**config.mk**
```make
export PLATFORM = sky130hd
export DESIGN_NAME = ps2_rx_fifo
export DESIGN_NICKNAME = d
export VERILOG_FILES = /design/src/rtl/ps2_pkg.sv /design/src/rtl/ps2_byte_fifo.sv /design/src/rtl/ps2_rx_fifo.sv
export SDC_FILE = /design/constraint.sdc
export NUM_CORES = 1
export LEC_CHECK = 0
export CAP_MARGIN = 20
export CORE_ASPECT_RATIO = 1.1
export CORE_UTILIZATION = 55
export CTS_CLUSTER_SIZE = 14
export DETAILED_ROUTE_END_ITERATION = 12
export PLACE_DENSITY = 0.76
export SYNTH_ARGS = -nofsm -noshare
export SYNTH_HDL_FRONTEND = slang
export SYNTH_HIERARCHICAL = 1
export SYNTH_SLANG_ARGS = --single-unit
```
**constraint.sdc**
```tcl
create_clock -name clk -period 2.9 [get_ports clk]
set_input_delay 0.725 -clock clk [delete_from_list [all_inputs] [get_ports clk]]
set_output_delay 0.725 -clock clk [all_outputs]
set_load 0.05 [all_outputs]
```
**src/rtl/ps2_pkg.sv**
```systemverilog
// Shared PS/2 constants, frame-status type and frame checker used by the
// receiver and the downstream make/break decoding logic.
package ps2_pkg;

    localparam int PS2_FRAME_BITS      = 11;
    localparam int START_BIT           = 0;
    localparam int PARITY_BIT          = 9;
    localparam int STOP_BIT            = 10;
    localparam int DEFAULT_TIMEOUT_CYC = 5000;

    localparam logic [7:0] BREAK_PREFIX  = 8'hF0;
    localparam logic [7:0] EXTEND_PREFIX = 8'hE0;

    typedef enum logic [1:0] {
        FRAME_OK,
        FRAME_BAD_START,
        FRAME_BAD_PARITY,
        FRAME_BAD_STOP
    } frame_status_e;

    // Parity is odd over the eight data bits plus the parity bit.
    function automatic frame_status_e check_frame(input logic [PS2_FRAME_BITS-1:0] f);
        frame_status_e status;
        status = FRAME_OK;
        if (f[START_BIT]) begin
            status = FRAME_BAD_START;
        end else if (!(^f[PARITY_BIT:START_BIT+1])) begin
            status = FRAME_BAD_PARITY;
        end else if (!f[STOP_BIT]) begin
            status = FRAME_BAD_STOP;
        end
        return status;
    endfunction

endpackage

```
**src/rtl/ps2_byte_fifo.sv**
```systemverilog
// Byte FIFO with registered storage and combinational head read; pointers
// carry one extra wrap bit so full and empty are told apart by the MSB.
module ps2_byte_fifo #(
    parameter int DEPTH_LOG2 = 3
) (
    input  logic       clk,
    input  logic       rst,
    input  logic       push,
    input  logic [7:0] din,
    input  logic       pop,
    output logic [7:0] dout,
    output logic       empty,
    output logic       full
);

    localparam int DEPTH = 1 << DEPTH_LOG2;

    logic [DEPTH_LOG2:0] wr_ptr_q, wr_ptr_d;
    logic [DEPTH_LOG2:0] rd_ptr_q, rd_ptr_d;
    logic [7:0]          mem_q [DEPTH];
    logic [7:0]          mem_d [DEPTH];
    logic                do_push;
    logic                do_pop;

    // A push into a full FIFO is still accepted when a pop frees the head slot.
    always_comb begin
        empty    = (wr_ptr_q == rd_ptr_q);
        full     = (wr_ptr_q[DEPTH_LOG2] != rd_ptr_q[DEPTH_LOG2]) &&
                   (wr_ptr_q[DEPTH_LOG2-1:0] == rd_ptr_q[DEPTH_LOG2-1:0]);
        do_pop   = pop && !empty;
        do_push  = push && (!full || do_pop);
        dout     = mem_q[rd_ptr_q[DEPTH_LOG2-1:0]];
        mem_d    = mem_q;
        wr_ptr_d = wr_ptr_q;
        rd_ptr_d = rd_ptr_q;
        if (do_push) begin
            mem_d[wr_ptr_q[DEPTH_LOG2-1:0]] = din;
            wr_ptr_d = wr_ptr_q + 1'b1;
        end
        if (do_pop) begin
            rd_ptr_d = rd_ptr_q + 1'b1;
        end
    end

    always_ff @(posedge clk or posedge rst) begin
        if (rst) begin
            wr_ptr_q <= '0;
            rd_ptr_q <= '0;
            for (int i = 0; i < DEPTH; i++) begin
                mem_q[i] <= '0;
            end
        end else begin
            wr_ptr_q <= wr_ptr_d;
            rd_ptr_q <= rd_ptr_d;
            mem_q    <= mem_d;
        end
    end

endmodule

```
**src/rtl/ps2_rx_fifo.sv**
```systemverilog
// PS/2 device-to-host receiver: synchronises the PS/2 lines, deframes and
// checks 11-bit frames, and queues good scan-code bytes for the consumer.
module ps2_rx_fifo
    import ps2_pkg::*;
#(
    parameter int DEPTH_LOG2  = 3,
    parameter int TIMEOUT_CYC = DEFAULT_TIMEOUT_CYC
) (
    input  logic       clk,
    input  logic       rst,
    input  logic       ps2_clk,
    input  logic       ps2_data,
    input  logic       nextdata_n,
    output logic [7:0] data,
    output logic       ready,
    output logic       overflow,
    output logic       sampling,
    output logic       frame_err
);

    localparam int                TO_W    = $clog2(TIMEOUT_CYC + 1);
    localparam logic [TO_W-1:0]   TO_LAST = TO_W'(TIMEOUT_CYC - 1);
    localparam logic [3:0]        LAST_IDX = 4'(PS2_FRAME_BITS - 1);

    logic [2:0]                clk_sync_q, clk_sync_d;
    logic [1:0]                data_sync_q, data_sync_d;
    logic [3:0]                bit_cnt_q, bit_cnt_d;
    logic [PS2_FRAME_BITS-1:0] shift_q, shift_d;
    logic [TO_W-1:0]           to_cnt_q, to_cnt_d;
    logic                      overflow_q, overflow_d;
    logic                      frame_err_q, frame_err_d;

    logic [PS2_FRAME_BITS-1:0] frame;
    frame_status_e             status;
    logic                      fall;
    logic                      last_bit;
    logic                      push;
    logic                      pop;
    logic                      fifo_empty;
    logic                      fifo_full;

    // Falling edge seen as stage2 low while stage3 still high; the frame
    // view includes the bit being shifted in this cycle.
    always_comb begin
        clk_sync_d  = {clk_sync_q[1:0], ps2_clk};
        data_sync_d = {data_sync_q[0], ps2_data};
        fall        = !clk_sync_q[1] && clk_sync_q[2];
        frame       = {data_sync_q[1], shift_q[PS2_FRAME_BITS-1:1]};
        status      = check_frame(frame);
        last_bit    = fall && (bit_cnt_q == LAST_IDX);
        push        = last_bit && (status == FRAME_OK);
        pop         = !nextdata_n && !fifo_empty;

        shift_d     = shift_q;
        bit_cnt_d   = bit_cnt_q;
        to_cnt_d    = to_cnt_q;
        frame_err_d = 1'b0;
        if (fall) begin
            shift_d     = frame;
            bit_cnt_d   = last_bit ? 4'd0 : bit_cnt_q + 4'd1;
            to_cnt_d    = '0;
            frame_err_d = last_bit && (status != FRAME_OK);
        end else if (bit_cnt_q != 4'd0) begin
            if (to_cnt_q == TO_LAST) begin
                bit_cnt_d   = 4'd0;
                to_cnt_d    = '0;
                frame_err_d = 1'b1;
            end else begin
                to_cnt_d = to_cnt_q + 1'b1;
            end
        end else begin
            to_cnt_d = '0;
        end

        overflow_d = overflow_q;
        if (pop) begin
            overflow_d = 1'b0;
        end else if (push && fifo_full) begin
            overflow_d = 1'b1;
        end
    end

    always_ff @(posedge clk or posedge rst) begin
        if (rst) begin
            clk_sync_q  <= '0;
            data_sync_q <= '0;
            bit_cnt_q   <= '0;
            shift_q     <= '0;
            to_cnt_q    <= '0;
            overflow_q  <= 1'b0;
            frame_err_q <= 1'b0;
        end else begin
            clk_sync_q  <= clk_sync_d;
            data_sync_q <= data_sync_d;
            bit_cnt_q   <= bit_cnt_d;
            shift_q     <= shift_d;
            to_cnt_q    <= to_cnt_d;
            overflow_q  <= overflow_d;
            frame_err_q <= frame_err_d;
        end
    end

    ps2_byte_fifo #(
        .DEPTH_LOG2(DEPTH_LOG2)
    ) u_fifo (
        .clk  (clk),
        .rst  (rst),
        .push (push),
        .din  (frame[PARITY_BIT-1:START_BIT+1]),
        .pop  (pop),
        .dout (data),
        .empty(fifo_empty),
        .full (fifo_full)
    );

    assign ready     = !fifo_empty;
    assign overflow  = overflow_q;
    assign sampling  = fall;
    assign frame_err = frame_err_q;

endmodule

```
# After elaboration in Yosys (flattened, before gate mapping)
# Index checks and enable logic that the tools add are counted.
[classes]
addsub = 4
n_lt_le_gt_ge = 3
n_eq_ne = 5
n_mux = 21
bitwise = 2
n_reduce_logical = 23
[op_table]
columns = ["operator", "n"]
rows = [
  ["bitwise mux 64 bit", 1],
  ["two-way mux 13 bit", 3],
  ["binary-select mux 8 bit (select 3 bit)", 1],
  ["demux 8 bit (select 3 bit)", 1],
  ["two-way mux 8 bit", 3],
  ["two-way mux 4 bit", 4],
  ["adder 13 x 1 -> 13 bit, second input constant", 1],
  ["== test 13 bit, second input constant", 1],
  ["adder 4 x 1 -> 4 bit, second input constant", 3],
  ["logical AND 1 bit", 10],
  ["XOR reduction 9 bit", 1],
  [">= comparator 4 bit, second input constant", 2],
  ["inverter 3 -> 4 bit", 2],
  ["nonzero test 2 bit", 4],
  ["two-way mux 2 bit", 3],
  ["two-way mux 1 bit", 5],
  ["== test 4 bit", 1],
  ["== test 4 bit, second input constant", 1],
  ["logical NOT 1 bit", 4],
  ["< comparator 4 x 1 -> 1 bit, second input constant", 1],
  ["nonzero test 4 bit", 1],
  ["== test 3 bit", 1],
  ["logical NOT 2 bit", 1],
  ["AND reduction 2 bit", 1],
  ["2 further kinds", 2],
]
[totals]
register_bits = 107
inputBits = 5
output_inout_bits = 12
elab_cells = 75

# Longest topological paths before layout
[logic_depth]
ltp_word = 8
ltp_mapped = 10
mapped_depth_nobuf = 8

# Hierarchy
# Netlist, hierarchy kept.
[by_module_without_submodules]
columns = ["mod", "n_inst", "cells_each", "area_each_um2", "seq_area_each_um2"]
rows = [
  ["ps2_byte_fifo", 1, 218, 3472.1, 1801.7],
  ["ps2_rx_fifo", 1, 157, 1555.2, 850.8],
]

# Least setup slack after synthesis
# Ideal clock, no wire load.
[synth_path]
path_kind = "register to register"
start = "register shift_q[5]"
end = "register u_fifo/mem_q[56] in the netlist's numbering"
setup_ps = 125
arrival_ps = 2675
t_required_ps = 2775
setup_slack_ps = 100
path_stages_with_launch = 10
n_path_buf = 2
period_less_slack_ps = 2800
cell_sequence = "dfrtp_1 > xnor2_1 > xnor3_1 > xnor2_1 > nor3_1 > clkbuf_1 > inv_1 > or4b_1 > buf_4 > mux2_4"
[synth_via]
elab_chain_cells = 6
[synth_lines]
columns = ["item", "line", "source"]
rows = [
  ["start, declared", "ps2_rx_fifo.sv:28", "logic [PS2_FRAME_BITS-1:0] shift_q, shift_d;"],
  ["start signal, assigned", "ps2_rx_fifo.sv:96", "shift_q <= shift_d;"],
  ["XOR reduction 9 bit", "ps2_pkg.sv:27", "end else if (!(^f[PARITY_BIT:START_BIT+1])) begin"],
  ["two-way mux 2 bit", "ps2_pkg.sv:27", ""],
  ["two-way mux 2 bit", "ps2_pkg.sv:25", "if (f[START_BIT]) begin"],
  ["logical NOT 2 bit", "ps2_rx_fifo.sv:51", "push = last_bit && (status == FRAME_OK);"],
  ["logical AND 1 bit", "ps2_rx_fifo.sv:51", ""],
  ["via push", "ps2_rx_fifo.sv:37", "logic push;"],
  ["logical AND 1 bit", "ps2_byte_fifo.sv:31", "do_push = push && (!full || do_pop);"],
  ["end signal, assigned", "ps2_byte_fifo.sv:55", "mem_q <= mem_d;"],
  ["end, declared", "ps2_byte_fifo.sv:20", "logic [7:0] mem_q [DEPTH];"],
]
# The timed path passes the listed nets, and every way through them passes these cells.
# A chain may end at the register's enable or synchronous reset.

# Worst setup path in the final report
[layout_path]
start = "register u_fifo.rd_ptr_q[0]"
end = "output data[7]"
[layout_via]
elab_chain_cells = 4
[layout_lines]
columns = ["item", "line", "source"]
rows = [
  ["start, declared", "ps2_byte_fifo.sv:19", "logic [DEPTH_LOG2:0] rd_ptr_q, rd_ptr_d;"],
  ["start signal, assigned", "ps2_byte_fifo.sv:54", "rd_ptr_q <= rd_ptr_d;"],
  ["inverter 3 -> 4 bit (not written as such)", "ps2_byte_fifo.sv:32", "dout = mem_q[rd_ptr_q[DEPTH_LOG2-1:0]];"],
  ["binary-select mux 8 bit (select 3 bit)", "ps2_byte_fifo.sv:32", ""],
  ["two-way mux 8 bit (not written as such) (2 in a row)", "ps2_byte_fifo.sv:32", ""],
  ["end, declared", "ps2_rx_fifo.sv:14", "output logic [7:0] data,"],
]
# No other way between the ends. The select of a mux whose other input is x is not followed.

==> results.tsv <==
stage	metric	value	unit
run_status	status	complete, no violations	
route	Routed WL per cell	17.8	µm
route	routed vias/inst	5.73	
placed_design	Setup WS pre-CTS	0.142	ns
clock_tree	CTS tree	done	
finish	Final Util	64.1	%
finish	Sequential Area	2650	µm²
floorplanning	die height	102	µm
route	initial DRC count	188	
hold_path	Hold WC Path Type	reg2reg	
job	Max Cap Viol	0	
clock_tree	H-tree depth	3	
global_routing	global route total overflow	0	
logic_synthesis	post-synthesis net count	386	
power_and_ir_drop	Final Power	3.81	mW
placed_design	RD Place Congestion	0.824	
timing	endpoints failing setup	0	
logic_synthesis	ys flop type	dfrtp_1	
timing	worst hold slack	0.357	ns
floorplanning	Initial Utilization	56.7	%
timing	Setup WS post-layout	0.129	ns
logic_synthesis	Cells after Synth	375	
placed_design	hpwl dp	6.37	mm
timing	Final period util	95.5	%
logic_synthesis	sequential fraction of the synthesis area	52.8	%
power_and_ir_drop	maximum vdd drop	0.329	mV
finish	most common cell after layout, fill and taps aside	dfrtp_1	
worst_setup_path	reg2reg setup slack	0.19	ns
timing	Fin. Hold Viols	0	
timing	RSZ-0062 raised after global routing	false	
logic_synthesis	Cell variety after synth	50	
timing	Setup TNS Final	0	ns
timing	highest clock rate	361	MHz
logic_synthesis	Seq cells post-synth	106	
floorplanning	Die ar.	9530	µm²
finish	Syn-to-layout area delta	13.1	%
power_and_ir_drop	total leakage power	2.71	nW
global_routing	initial antenna violation count	0	
clock_tree	CTS resizes	0	
route	First-pass DRT Iterations	4	
clock_tree	CTS Hold Buffers Added	0	
timing	Slew headroom	62.3	%
clock_tree	CTS root buf	clkbuf_8	
timing	worst clock skew	0.0105	ns
finish	most frequent cells in the layout	dfrtp_1, mux2_2, nand2_1	
timing	Slew Limit Fails	0	
route	post-route ant nets	0	
route	Detailed Route WL	9.50	mm
placed_design	port bufs	16	
worst_setup_path	arrival time at the worst endpoint	2.05	ns
worst_setup_path	Critical Path Fanout Max	20	
logic_synthesis	number of flops mapped to enable cells by yosys	0	
route	detailed-route via count	3064	
finish	share of layout cells above drive strength 1	35.9	%
logic_synthesis	Netlist Area Pre-Place	5030	µm²
floorplanning	io pins	17	
finish	area occupied by multi-input gates	2260	µm²
global_routing	global-route wire length before repair	15.7	mm
timing	min Tclk post-route	2.77	ns
finish	ANT cells	0	
floorplanning	CORE AREA	8870	µm²
power_and_ir_drop	pwr dens	670	nW/µm²
logic_synthesis	async set or reset register ratio after synthesis	100	%
global_routing	vias in the first global route	3035	
floorplanning	Rows	36	
floorplanning	Die X	93.2	µm
logic_synthesis	yosys warns	6	
clock_tree	CTS buffer count	9	
clock_tree	Clk Latency, worst-skew pair	0.38	ns
clock_tree	Post-CTS Setup Repair Bufs	0	
route	drt drc	0	
timing	Tightest Pin Transition	0.564	ns
worst_setup_path	Setup crit start kind	register	
clock_tree	CTS Buffer Depth	2	
global_routing	Total GRT Usage	22.1	%
worst_setup_path	critical path class	reg2out	
finish	Nets	427	
finish	Layout fillers	642	
global_routing	pin count of the biggest net entering global routing	35	
logic_synthesis	Avg Cell Area, Syn	13.4	µm²
clock_tree	Sink Count	106	
worst_setup_path	Crit. End Element	output pin	
clock_tree	Worst-path clk slew	0.09	ns
worst_setup_path	required time worst endpoint	2.17	ns
report_power, final:
part | switching, mW | total, mW | internal, mW
Clock | 0.480 | 0.987 | 0.507
Combinational | 0.622 | 1.08 | 0.459
Sequential | 0.143 | 1.74 | 1.60
Total | 1.25 | 3.81 | 2.56
kinds of logic (layout without fill, tap and decap cells):
kind of cell,after synthesis,count (layout),share of synthesized area [%]
xor gates and xnor gates,31,31,5.82
and+or+nand+nor,100,100,10.4
buffers and inverters,24,70,2.29
adders and majority gates,6,6,1.49
DFF,106,106,52.8
muxes,89,89,24.1
AOI/OAI and AO/OA,19,19,3.16
metrics by stage:
stage | area, µm² | instances
floorplan | 5030 | 375
global placement | 5470 | 519
detailed placement | 5470 | 519
CTS | 5690 | 535
global route | 5690 | 535
finish | 5690 | 535
path summary, 6_finish.rpt:
path / startpoint / endpoint / cells past startpoint
worst min register to register: clk_sync_q[0]$_DFF_PP0_ / clk_sync_q[1]$_DFF_PP0_ / 0
max in group asynchronous: rst / u_fifo/mem_q[52]$_DFFE_PP0P_ / 3
min in group asynchronous: rst / u_fifo/mem_q[0]$_DFFE_PP0P_ / 2
worst min-delay path: clk_sync_q[0]$_DFF_PP0_ / clk_sync_q[1]$_DFF_PP0_ / 0
worst max register to register: u_fifo/rd_ptr_q[0]$_DFFE_PP0P_ / u_fifo/mem_q[36]$_DFFE_PP0P_ / 9
worst max-delay path: u_fifo/rd_ptr_q[0]$_DFFE_PP0P_ / data[7] / 4
metal layers:
metal | part of all wire (%) | routed length [µm] | track usage, %
met4 | 1.8 | 170 | 9.82
met3 | 3.8 | 362 | 3.20
met2 | 49 | 4680 | 35.3
met1 | 45 | 4280 | 30.6
met5 | 0 | 0 | 0
cells in the mapped netlist (2+ instances only):
library cell	instances	area (µm²)
nand4_1	5	31.3
mux2_2	65	732
nor3_1	9	45.0
xnor2_1	20	175
inv_1	11	41.3
or4_4	2	22.5
dfrtp_1	106	2650
buf_6	2	22.5
ha_1	6	75.1
mux2_4	8	120
xor2_1	9	78.8
nor2_1	21	78.8
buf_4	2	15.0
o41ai_1	2	17.5
nand3_1	9	45.0
mux4_2	16	360
nand2_1	37	139
nand2b_1	2	12.5
buf_2	2	10.0
nand3b_1	2	15.0
clkbuf_1	5	18.8
o21ai_0	6	30.0
registers in the layout, summed over array words and instances, names as in the netlist:
| signal | flops |
|---|---|
| bit_cnt_q | 4 |
| shift_q | 10 |
| frame_err | 1 |
| u_fifo/mem_q | 64 |
| data_sync_q | 2 |
| u_fifo/wr_ptr_q | 4 |
| u_fifo/rd_ptr_q | 4 |
| overflow | 1 |
| to_cnt_q | 13 |
| clk_sync_q | 3 |
critical path, stage by stage (launching register included):
cell and delay (ns):
dfrtp_1 0.42, buf_12 0.22, mux4_2 0.56, mux2_2 0.28
buf_4 0.19
final cells by class:
class                           count  area share [%]
Timing Repair Buffer               42            6.47
Clock buffer                       11            2.49
Clock inverter                      5            1.36
Inverter                           12           0.792
Tap cell                          114            2.51
Multi-Input combinational cell    245            39.7
Sequential cell                   106            46.6
(Power assumes the default switching activity.)
